[config.mk]
export PLATFORM = sky130hd
export DESIGN_NAME = add_sub_pipe
export DESIGN_NICKNAME = d
export VERILOG_FILES = /design/src/rtl/add_pkg.sv /design/src/rtl/add_slice.sv /design/src/rtl/add_sub_pipe.sv
export SDC_FILE = /design/constraint.sdc
export NUM_CORES = 1
export LEC_CHECK = 0
export CORE_UTILIZATION = 52
export CTS_CLUSTER_DIAMETER = 60
export DETAILED_ROUTE_END_ITERATION = 7
export PLACE_DENSITY_LB_ADDON = 0.12
export RECOVER_POWER = 50
export SYNTH_ARGS = -nofsm -noshare
export SYNTH_HDL_FRONTEND = slang
export SYNTH_HIERARCHICAL = 1
export SYNTH_SLANG_ARGS = --single-unit
[constraint.sdc]
create_clock -name clk -period 5.37 [get_ports clk]
set_clock_uncertainty 0.2 [all_clocks]
set_input_delay 0.8055 -clock clk [delete_from_list [all_inputs] [get_ports clk]]
set_output_delay 0.8055 -clock clk [all_outputs]
set_load 0.01 [all_outputs]
[src/rtl/add_pkg.sv]
// Shared constants for the pipelined adder/subtractor and its slice adders.
// slice_width() lets instantiating modules derive and check the slice size at elaboration.
package add_pkg;

  localparam logic OP_ADD = 1'b0;
  localparam logic OP_SUB = 1'b1;

  function automatic int slice_width(input int width, input int stages);
    return width / stages;
  endfunction

endpackage

[src/rtl/add_slice.sv]
// Combinational SW-bit slice adder: SW+1-bit sum with carry in, carry out and carry into the MSB.
// No registers and no handshake; the enclosing pipeline owns all timing.
module add_slice #(
  parameter int SW = 1
) (
  input  logic [SW-1:0] a_i,
  input  logic [SW-1:0] b_i,
  input  logic          c_i,
  output logic [SW-1:0] s_o,
  output logic          c_o,
  output logic          c_msb_o
);

  logic [SW:0] full;

  assign full = {1'b0, a_i} + {1'b0, b_i} + {{SW{1'b0}}, c_i};
  assign s_o  = full[SW-1:0];
  assign c_o  = full[SW];
  // Sum bit = a ^ b ^ carry-in, so the carry into the top bit falls out of the XOR.
  assign c_msb_o = s_o[SW-1] ^ a_i[SW-1] ^ b_i[SW-1];

endmodule

[src/rtl/add_sub_pipe.sv]
// Pipelined add/subtract, one carry slice per register stage; latency STAGES, one beat per cycle.
// Every stage advances only when the output is empty or being taken, so in_ready = !out_valid || out_ready.
module add_sub_pipe
  import add_pkg::*;
#(
  parameter int WIDTH  = 8,
  parameter int STAGES = 2
) (
  input  logic             clk,
  input  logic             reset,
  input  logic             in_valid,
  output logic             in_ready,
  input  logic [WIDTH-1:0] a,
  input  logic [WIDTH-1:0] b,
  input  logic             cin,
  input  logic             op_sub,
  output logic             out_valid,
  input  logic             out_ready,
  output logic [WIDTH-1:0] sum,
  output logic             c_out,
  output logic             ovf
);

  localparam int SW = slice_width(WIDTH, STAGES);

  if (STAGES < 1 || STAGES > WIDTH || (WIDTH % STAGES) != 0) begin : g_bad_params
    $error("add_sub_pipe: WIDTH must be a multiple of STAGES and 1 <= STAGES <= WIDTH");
  end

  logic             adv;
  logic [WIDTH-1:0] b_eff;
  logic             c0;
  logic             ovf_q;

  assign adv      = !out_valid || out_ready;
  assign in_ready = adv;
  assign b_eff    = (op_sub == OP_SUB) ? ~b : b;
  assign c0       = (op_sub == OP_ADD) ? cin : 1'b1;

  for (genvar k = 0; k < STAGES; k++) begin : g_stage
    localparam int LO  = k * SW;
    // Operand bits still waiting for a later slice once this stage has registered.
    localparam int REM = WIDTH - (k + 1) * SW;

    logic [SW-1:0]    sa;
    logic [SW-1:0]    sb;
    logic [SW-1:0]    ss;
    logic             sci;
    logic             sco;
    logic             v_d;
    logic             v_q;
    logic             c_q;
    logic [LO+SW-1:0] s_d;
    logic [LO+SW-1:0] s_q;

    if (k == 0) begin : g_in
      assign sa  = a[SW-1:0];
      assign sb  = b_eff[SW-1:0];
      assign sci = c0;
      assign v_d = in_valid;
      assign s_d = ss;
    end else begin : g_in
      assign sa  = g_stage[k-1].g_ops.a_q[SW-1:0];
      assign sb  = g_stage[k-1].g_ops.b_q[SW-1:0];
      assign sci = g_stage[k-1].c_q;
      assign v_d = g_stage[k-1].v_q;
      assign s_d = {ss, g_stage[k-1].s_q};
    end

    if (k == STAGES - 1) begin : g_slice
      logic c_msb;

      add_slice #(.SW(SW)) u_slice (
        .a_i     (sa),
        .b_i     (sb),
        .c_i     (sci),
        .s_o     (ss),
        .c_o     (sco),
        .c_msb_o (c_msb)
      );

      always_ff @(posedge clk) begin
        if (reset) begin
          ovf_q <= 1'b0;
        end else if (adv) begin
          ovf_q <= c_msb ^ sco;
        end
      end
    end else begin : g_slice
      logic c_msb_unused;

      add_slice #(.SW(SW)) u_slice (
        .a_i     (sa),
        .b_i     (sb),
        .c_i     (sci),
        .s_o     (ss),
        .c_o     (sco),
        .c_msb_o (c_msb_unused)
      );
    end

    if (REM > 0) begin : g_ops
      logic [REM-1:0] a_d;
      logic [REM-1:0] b_d;
      logic [REM-1:0] a_q;
      logic [REM-1:0] b_q;

      if (k == 0) begin : g_src
        assign a_d = a[WIDTH-1:SW];
        assign b_d = b_eff[WIDTH-1:SW];
      end else begin : g_src
        assign a_d = g_stage[k-1].g_ops.a_q[REM+SW-1:SW];
        assign b_d = g_stage[k-1].g_ops.b_q[REM+SW-1:SW];
      end

      always_ff @(posedge clk) begin
        if (reset) begin
          a_q <= '0;
          b_q <= '0;
        end else if (adv) begin
          a_q <= a_d;
          b_q <= b_d;
        end
      end
    end

    always_ff @(posedge clk) begin
      if (reset) begin
        v_q <= 1'b0;
        c_q <= 1'b0;
        s_q <= '0;
      end else if (adv) begin
        v_q <= v_d;
        c_q <= sco;
        s_q <= s_d;
      end
    end
  end

  assign out_valid = g_stage[STAGES-1].v_q;
  assign sum       = g_stage[STAGES-1].s_q;
  assign c_out     = g_stage[STAGES-1].c_q;
  assign ovf       = ovf_q;

endmodule
==> results of run 1 <==
worst paths after layout:
path | to | slack [ns] | depth (start not counted)
setup / recovery | in_ready | 1.43 | 4
setup reg to reg | ovf | 3.31 | 8
hold reg to reg | sum[3] | 0.26 | 2
hold / removal | sum[3] | 0.26 | 2
layout by cell type (no fill, tap or decap):
master / count
nand2_1: 38
dfxtp_1: 25
clkdlybuf4s50_1: 20
a21oi_1: 19
dlygate4sd3_1: 13
xnor2_1: 12
inv_1: 9
nor2_1: 7
ha_1: 6
a211oi_2: 5
xor2_1: 4
fa_1: 4
clkbuf_4: 3
nor2b_1: 2
o21ai_0: 2
nand2b_1: 2
a21o_1: 2
a21oi_4: 2
nor2b_4: 1
or2_2: 1
clkinvlp_4: 1
report_power, final:
| part | switching, mW | internal (mW) | total (mW) | leakage (nW) |
|---|---|---|---|---|
| Combinational | 0.0573 | 0.0680 | 0.125 | 0.482 |
| Sequential | 0.0114 | 0.206 | 0.218 | 0.207 |
| Clock | 0.0551 | 0.0284 | 0.0835 | 0.0139 |
| Total | 0.124 | 0.303 | 0.427 | 0.703 |
critical path: cells and delay by family:
family	cells	cell delay [ns]
buffers and inverters	3	1.73
and+or+nand+nor	1	0.40
registers in the layout (all words and copies together) (netlist names):
name               flops
c_out                  1
g_stage.c_q            1
g_stage.g_ops.a_q      4
g_stage.g_ops.b_q      4
g_stage.s_q            4
g_stage.v_q            1
out_valid              1
ovf                    1
sum                    8
per-stage QoR:
step                std cells  power [mW]  hold slack [ns]  worst slack [ns]
floorplan                 150      0.3063           0.2321             2.791
global placement          202      0.3489           0.2377             1.821
detailed placement        202      0.3529           0.2465             1.776
CTS                       206      0.4365           0.2639             1.773
global route              206      0.4561           0.2849             1.271
finish                    206      0.4266           0.2604             1.427
layout make-up:
| cell class | count | share of cell area, % |
|---|---|---|
| repair buffers | 33 | 19.97 |
| clock inverters | 1 | 0.4539 |
| inverters | 9 | 2.042 |
| flip-flops and latches | 25 | 30.26 |
| clock buffers | 3 | 1.362 |
| well taps | 28 | 2.118 |
| multi-input cells | 107 | 43.80 |
layer usage:
layer / vias up / share of wire (%) / track usage, %
met5: - / 0 / 0
met4: 0 / 0.64 / 6.579
met3: 2 / 5.0 / 3.478
met2: 29 / 48 / 28.69
met1: 446 / 46 / 23.52
li1: 533 / - / -
==> impl_metrics.csv, run 1 <==
group,metric,value,unit
setup_path,critPathCaptureType,"primary output",
sta,maxSlewViolCount,0,
floorplanning,ios,34,
sta,hold_viol,0,
sta,tns,0,ns
setup_path,worstPathRequired,4.36,ns
layout,fin_nets,211,
detailed_routing,postRouteAntennaNets,0,
sta,clock.fmax,253.6,MHz
setup_path,cp-start-kind,"input port",
place,dpl_cell_area,0.001624,mm^2
setup_path,path_cells,"dlygate4sd3_1 > nor2b_4 > inv_1 > clkdlybuf4s50_1",
power_and_ir_drop,ir_drop,0.0001705,V
clock_network,clock_tree.buffer_depth,2,
layout,layout-drive-gt1-share,7.303,%
layout,n_antenna_cell,0,
global_route,grt_max_degree,31,
detailed_routing,drc_errors,0,
place,hpwl,1685,um
global_route,grt_pass1_vias,877,
logic_synthesis,synth_area,0.001324,mm^2
worst_hold_path,min_path_type,"flip-flop to flip-flop",
detailed_routing,vias,1010,
clock_network,cts_setup_buffers,0,
layout,seqCellArea,500.5,um^2
layout,postLayoutCoreUtil,72.00,%
setup_path,cp_slowest_cell,"clkdlybuf4s50_1",
floorplanning,coreArea,0.002297,mm^2
floorplanning,start_util,57.63,%
detailed_routing,initialDrtViolationCount,14,
sta,fin_crit,3.943,ns
job,cap_violations,0,
global_route,track_usage,17.86,%
floorplanning,dieArea,0.002752,mm^2
setup_path,cp-startpoint,"out_ready",
clock_network,ctsHoldBuffers,0,
worst_hold_path,holdCritStartpoint,"sum[3]",
setup_path,setup.worst_path.class,"input port to primary output",
setup_path,cp.arrival,2.94,ns
sta,fin_crit_sh,73.43,%
floorplanning,rows,17,
power_and_ir_drop,p_leak,0.7034,nW
logic_synthesis,avgSynthCellArea,8.825,um^2
detailed_routing,routed_wl,2181,um
outcome,status,"complete, no violations",
layout,multi_input_area,724.4,um^2
clock_network,clock_sinks,25,
sta,setup_violations,0,
sta,maxSlewHeadroom,37.64,%
clock_network,cts_root_buf,"clkbuf_4",
setup_path,max_stage_delay,0.63,ns
layout,nFillCells,190,
clock_network,cts_resized,0,
detailed_routing,dr.pass1.iters,4,
detailed_routing,wire_per_inst,10.59,um
clock_network,cts_max_level,1,
global_route,antenna_found_initial,0,
sta,rsz0062_at_grt,"no",
floorplanning,die_h,52.46,um
layout,syn_to_final_growth,24.95,%
clock_network,cts_made_buffers,3,
global_route,grt_pass1_wl,3629,um
clock_network,clkTransAtPathRegs,0.14,ns
detailed_routing,viasPerCell,4.903,
layout,fin_area,0.001654,mm^2
power_and_ir_drop,power.density,257.9,mW/mm^2
place,gp_congestion,0.7552,
floorplanning,die_x,52.46,um
place,io_buffers,33,
global_route,overflow,0,
setup_path,r2r_start,"g_stage[0].g_ops.a_q[0]",
logic_synthesis,ys_warn_count,6,
clock_network,worstSkewPairLatency,0.32,ns
logic_synthesis,netlist_instances,150,
clock_network,cts_tree,"done",
sta,tightest_slew,0.9324,ns
logic_synthesis,syn-num-nets,182,
setup_path,crit_fanout,30,
Power figures use the tool's default switching activity.
==> inputs of run 2 (changes only) <==
--- a/config.mk
+++ b/config.mk
@@ -5,7 +5,7 @@
 export SDC_FILE = /design/constraint.sdc
 export NUM_CORES = 1
 export LEC_CHECK = 0
-export CORE_UTILIZATION = 52
+export CORE_UTILIZATION = 43
 export CTS_CLUSTER_DIAMETER = 60
 export DETAILED_ROUTE_END_ITERATION = 7
 export PLACE_DENSITY_LB_ADDON = 0.12
==> constraint.sdc (replaced) <==
create_clock -name clk -period 3.6 [get_ports clk]
set_clock_uncertainty 0.2 [all_clocks]
set_input_delay 0.54 -clock clk [delete_from_list [all_inputs] [get_ports clk]]
set_output_delay 0.54 -clock clk [all_outputs]
set_load 0.01 [all_outputs]
==> run 2 against run 1 <==
  * The flow now finishes with violations (DRC)
  * Final cell count grew 2.9%
  * First-iteration DRC count fell by 29%
  * Sequential share of layout area unchanged
  * Non-clock buffer count grew 3
  * Wire length increased by 5.0%
  * Clock-buffer cell count unchanged
  * Global-route usage decreased by 2.5 points
  * Critical path type is now input port to flip-flop
  * Largest power group unchanged
  * Highest routed layer unchanged
==> impl_metrics.csv, run 2 (synthesis gave the netlist of run 1 again) <==
group,metric,value,unit
floorplanning,rows,19,
layout,layout_commonest_cell,"nand2_1",
setup_path,cp_slowest_cell,"clkdlybuf4s50_1",
clock_network,cts_tree,"done",
power_and_ir_drop,power.density,389.6,mW/mm^2
setup_path,rr_worst_depth,8,
clock_network,cts_max_level,1,
layout,layout-drive-gt1-share,7.182,%
detailed_routing,postRouteAntennaNets,0,
sta,maxSlewHeadroom,38.51,%
detailed_routing,wire_per_inst,10.81,um
detailed_routing,viasPerCell,4.769,
sta,maxSlewViolCount,0,
detailed_routing,routed_wl,2291,um
floorplanning,coreArea,0.002829,mm^2
setup_path,worstPathRequired,3.59,ns
setup_path,path_cells,"clkdlybuf4s50_1 > buf_4 > or2_2 > fa_1 > inv_1 > fa_1 > nor2b_1 > o21ai_0 > nand2b_1 > nand2_1 > a21oi_1",
sta,rsz0062_at_grt,"no",
setup_path,endpoint,"g_stage[0].c_q",
setup_path,rrSetupSlack,1.56,ns
detailed_routing,initialDrtViolationCount,10,
worst_hold_path,min_path_type,"flip-flop to flip-flop",
setup_path,cp-start-kind,"input port",
layout,multi_input_area,698.2,um^2
clock_network,ctsHoldBuffers,0,
setup_path,cp.arrival,2.46,ns
layout,n_antenna_cell,0,
floorplanning,ios,34,
clock_network,clock_sinks,25,
clock_network,cts_resized,0,
clock_network,cts_setup_buffers,0,
layout,final_cell_mix,"nand2_1, clkdlybuf4s50_1, dfxtp_1",
detailed_routing,vias,1011,
place,gp_congestion,0.7326,
global_route,track_usage,15.36,%
global_route,grt_pass1_vias,956,
clock_network,worstSkewPairLatency,0.32,ns
layout,largest_reg_flops,8,
place,dpl_cell_area,0.001650,mm^2
place,hpwl,1739,um
sta,fin_crit_sh,68.75,%
detailed_routing,drc_errors,3,
setup_path,cp-startpoint,"op_sub",
setup_path,setup.worst_path.class,"input port to flip-flop",
layout,syn_to_final_growth,24.95,%
sta,hold_viol,0,
setup_path,crit_fanout,9,
clock_network,cts_made_buffers,3,
outcome,violations,"DRC",
global_route,overflow,0,
layout,fin_nets,214,
setup_path,rr_endpoint,"ovf",
layout,fin_area,0.001654,mm^2
floorplanning,dieArea,0.003305,mm^2
setup_path,max_stage_delay,0.39,ns
layout,seqCellArea,500.5,um^2
sta,tightest_slew,0.9194,ns
setup_path,critPathCaptureType,"flip-flop",
global_route,antenna_found_initial,0,
sta,fin_crit,2.475,ns
sta,setup_violations,0,
clock_network,clkTransAtPathRegs,0.15,ns
clock_network,clock_tree.buffer_depth,2,
place,io_buffers,33,
power_and_ir_drop,ir_drop,0.0001593,V
floorplanning,die_h,57.49,um
job,cap_violations,0,
floorplanning,die_x,57.49,um
power_and_ir_drop,p_leak,0.6836,nW
global_route,grt_pass1_wl,3912,um
sta,clock.fmax,404.0,MHz
outcome,status,"complete, but fails checks",
setup_path,r2r_start,"g_stage[0].g_ops.a_q[0]",
global_route,grt_max_degree,30,
sta,tns,0,ns
layout,nFillCells,281,
setup_path,cpMostUsedCell,"fa_1",
clock_network,cts_root_buf,"clkbuf_4",
floorplanning,start_util,46.79,%
detailed_routing,dr.pass1.iters,7,
run 2: where the power goes:
group          switching (mW)  internal (mW)
Clock                  0.0860         0.0424
Combinational          0.0845          0.107
Sequential             0.0170          0.308
Total                   0.187          0.457
run 2: layer usage:
layer	wire [um]	GRT usage [%]	share of wire, %
met5	0	0	0
met4	19	6.272	0.83
met2	1064	26.08	46
met1	1120	19.20	49
met3	87	2.721	3.8
run 2: worst max-delay path: cells and delay by family:
kind	cells	cell delay, ns
adders and majority gates	2	0.58
buffers and inverters	3	0.65
and+or+nand+nor	4	0.48
AOI/OAI and AO/OA	2	0.20
run 2: cell type report:
cell class              instances  share of cell area [%]
inverters                       9                   2.042
flip-flops and latches         25                   30.26
clock buffers                   3                   1.362
clock inverters                 1                  0.4539
repair buffers                 36                   21.33
multi-input cells             107                   42.21
well taps                      31                   2.345
run 2: stage by stage:
step	utilization [%]	std cells	hold slack, ns	power (mW)	setup WS, ns
global placement	58.34	208	0.2368	0.5247	0.7996
CTS	59.40	212	0.2637	0.6590	1.135
floorplan	-	150	0.2321	0.4570	1.286
detailed placement	58.34	208	0.2437	0.5297	0.7663
global route	58.47	212	0.2864	0.6872	0.9813
finish	58.47	212	0.2598	0.6445	1.125
run 2: worst min-delay path by stage:
stage / end / depth (start not counted) / start / slack [ns]
floorplan: g_stage[0].s_q[1] / 2 / g_stage[0].s_q[1] / 0.23
global placement: sum[4] / 2 / sum[4] / 0.24
detailed placement: sum[2] / 2 / sum[2] / 0.24
CTS: sum[2] / 2 / sum[2] / 0.26
global route: sum[5] / 2 / sum[5] / 0.29
finish: sum[2] / 2 / sum[2] / 0.26
==> inputs of run 3 (changes only) <==
--- a/config.mk
+++ b/config.mk
@@ -5,7 +5,7 @@
 export SDC_FILE = /design/constraint.sdc
 export NUM_CORES = 1
 export LEC_CHECK = 0
-export CORE_UTILIZATION = 43
+export CORE_UTILIZATION = 48
 export CTS_CLUSTER_DIAMETER = 60
 export DETAILED_ROUTE_END_ITERATION = 7
 export PLACE_DENSITY_LB_ADDON = 0.12
==> constraint.sdc (replaced) <==
create_clock -name clk -period 2.6 [get_ports clk]
set_clock_uncertainty 0.2 [all_clocks]
set_input_delay 0.39 -clock clk [delete_from_list [all_inputs] [get_ports clk]]
set_output_delay 0.39 -clock clk [all_outputs]
set_load 0.01 [all_outputs]
==> run 3 against run 2 <==
  * The flow now finishes without violations
  * Critical path type is now input port to primary output
  * Final cell count is 0.94% higher
  * Final area is 1.5% higher
  * Global-route usage is 2.7 points higher
  * Largest power group unchanged
  * Sequential power is 38% higher
  * Hold slack worse by 0.0030 ns
==> impl_metrics.csv, run 3 (synthesis gave the netlist of run 1 again) <==
group,metric,value,unit
outcome,status,"complete, no violations",
sta,fin_crit_sh,88.64,%
layout,fin_nets,217,
clock_network,cts_max_level,1,
clock_network,cts_setup_buffers,0,
detailed_routing,vias,1061,
clock_network,clkTransAtPathRegs,0.13,ns
power_and_ir_drop,power.density,529.4,mW/mm^2
global_route,use_met2,29.88,%
power_and_ir_drop,internal_power,0.6370,mW
global_route,antenna_found_initial,0,
place,dpl_cell_area,0.001672,mm^2
sta,whs,0.2567,ns
layout,largest_reg_flops,8,
global_route,grt.busiest_layer,"met2",
power_and_ir_drop,switching_share,28.34,%
power_and_ir_drop,p_leak,0.7012,nW
detailed_routing,drc_errors,0,
floorplanning,rows,18,
setup_path,setup.worst_path.class,"input port to primary output",
clock_network,cts_resized,0,
floorplanning,start_util,52.02,%
detailed_routing,postRouteAntennaNets,0,
power_and_ir_drop,p_comb_share,30.6,%
layout,fin_area,0.001679,mm^2
clock_network,cts_made_buffers,3,
sta,rsz0062_at_grt,"no",
sta,layout_setup_ws,0.2954,ns
layout,n_antenna_cell,0,
global_route,track_usage,18.04,%
global_route,grt_pass1_vias,952,
global_route,grt_max_degree,30,
setup_path,worstPathRequired,2.01,ns
sta,tns,0,ns
setup_path,cp.arrival,1.71,ns
power_and_ir_drop,ir_drop,0.0003608,V
job,cap_violations,0,
global_route,grt_pass1_wl,3808,um
place,gp_congestion,0.7368,
layout,layout_commonest_cell,"nand2_1",
clock_network,cts_root_buf,"clkbuf_4",
power_and_ir_drop,power,0.8890,mW
global_route,grt_util_met3,3.333,%
detailed_routing,initialDrtViolationCount,17,
clock_network,cts_tree,"done",
clock_network,ctsHoldBuffers,0,
layout,layout-drive-gt1-share,8.152,%
detailed_routing,viasPerCell,4.958,
detailed_routing,routed_wl,2321,um
power_and_ir_drop,p_sw,0.2519,mW
place,io_buffers,33,
sta,maxSlewViolCount,0,
setup_path,cp-start-kind,"input port",
sta,tightest_slew,0.8416,ns
layout,final_cell_mix,"nand2_1, clkdlybuf4s50_1, dfxtp_1",
sta,maxSlewHeadroom,43.89,%
sta,setup_violations,0,
setup_path,crit_fanout,2,
sta,clock.fmax,433.9,MHz
sta,fin_crit,2.305,ns
place,dp_slack,0.006261,ns
floorplanning,coreArea,0.002545,mm^2
clock_network,clock_sinks,25,
detailed_routing,wire_per_inst,10.85,um
floorplanning,die_x,54.52,um
global_route,grt.met1_usage,22.71,%
clock_network,clock_tree.buffer_depth,2,
setup_path,critPathCaptureType,"primary output",
global_route,overflow,0,
setup_path,rrSetupSlack,0.53,ns
setup_path,path_cells,"dlygate4sd3_1 > nor2b_1 > clkinv_1 > clkdlybuf4s50_1",
power_and_ir_drop,power.share.clock,18.8,%
floorplanning,dieArea,0.002972,mm^2
sta,hold_viol,0,
clock_network,worstSkewPairLatency,0.31,ns
setup_path,max_stage_delay,0.54,ns
power_and_ir_drop,seq_power_share,50.5,%
floorplanning,die_h,54.52,um
worst_hold_path,min_path_type,"flip-flop to flip-flop",
setup_path,cp_slowest_cell,"dlygate4sd3_1",
layout,nFillCells,230,
detailed_routing,dr.pass1.iters,4,
layout,syn_to_final_growth,26.84,%
place,hpwl,1761,um
floorplanning,ios,34,
[run 3: cell types whose count changed in the layout (fill, tap and decap cells not counted), sizes merged]
| cell | change |
|---|---|
| buf | +1 |
| clkbuf | +3 |
| clkdlybuf4s50 | -2 |
| clkinv | +1 |
| clkinvlp | -1 |
| dlygate4sd3 | +2 |
| inv | -1 |
[run 3: metal layers]
| layer | wire [um] | up-vias |
|---|---|---|
| met1 | 1153 | 487 |
| li1 | - | 543 |
| met5 | 0 | - |
| met4 | 18 | 0 |
| met2 | 1055 | 27 |
| met3 | 95 | 4 |
[run 3: final timing paths]
check	startpoint	end	depth (start not counted)
setup / recovery	out_ready	in_ready	4
hold / removal	sum[1]	sum[1]	2
setup reg to reg	g_stage[0].g_ops.a_q[0]	ovf	8
hold reg to reg	sum[1]	sum[1]	2
[run 3: power groups by stage]
stage	registers (mW)	clock network (mW)	logic [mW]
2_1_floorplan	0.465	0	0.168
3_3_place_gp	0.457	0	0.272
3_5_place_dp	0.459	0	0.278
4_1_cts	0.450	0.173	0.281
5_1_grt	0.456	0.191	0.303
6_report	0.449	0.167	0.272
[run 3: area by class of cell]
class / count / area, um^2 / area share [%]
clock buffer: 4 / 26.28 / 1.565
inverter: 9 / 33.78 / 2.012
multi-input combinational: 107 / 711.9 / 42.40
sequential: 25 / 500.5 / 29.81
tap: 30 / 37.54 / 2.235
timing repair buffer: 39 / 369.1 / 21.98
[run 3: metrics by stage]
stage                     utilization [%]  cells
after floorplan                         -    150
after global placement              65.68    210
after detailed placement            65.68    210
after CTS                           66.72    214
after global routing                65.98    214
final                               65.98    214
[run 3: worst max-delay path, delay by kind of cell]
kind | cells | cell delay, ns
simple gates | 1 | 0.16
buf+inv | 3 | 1.17
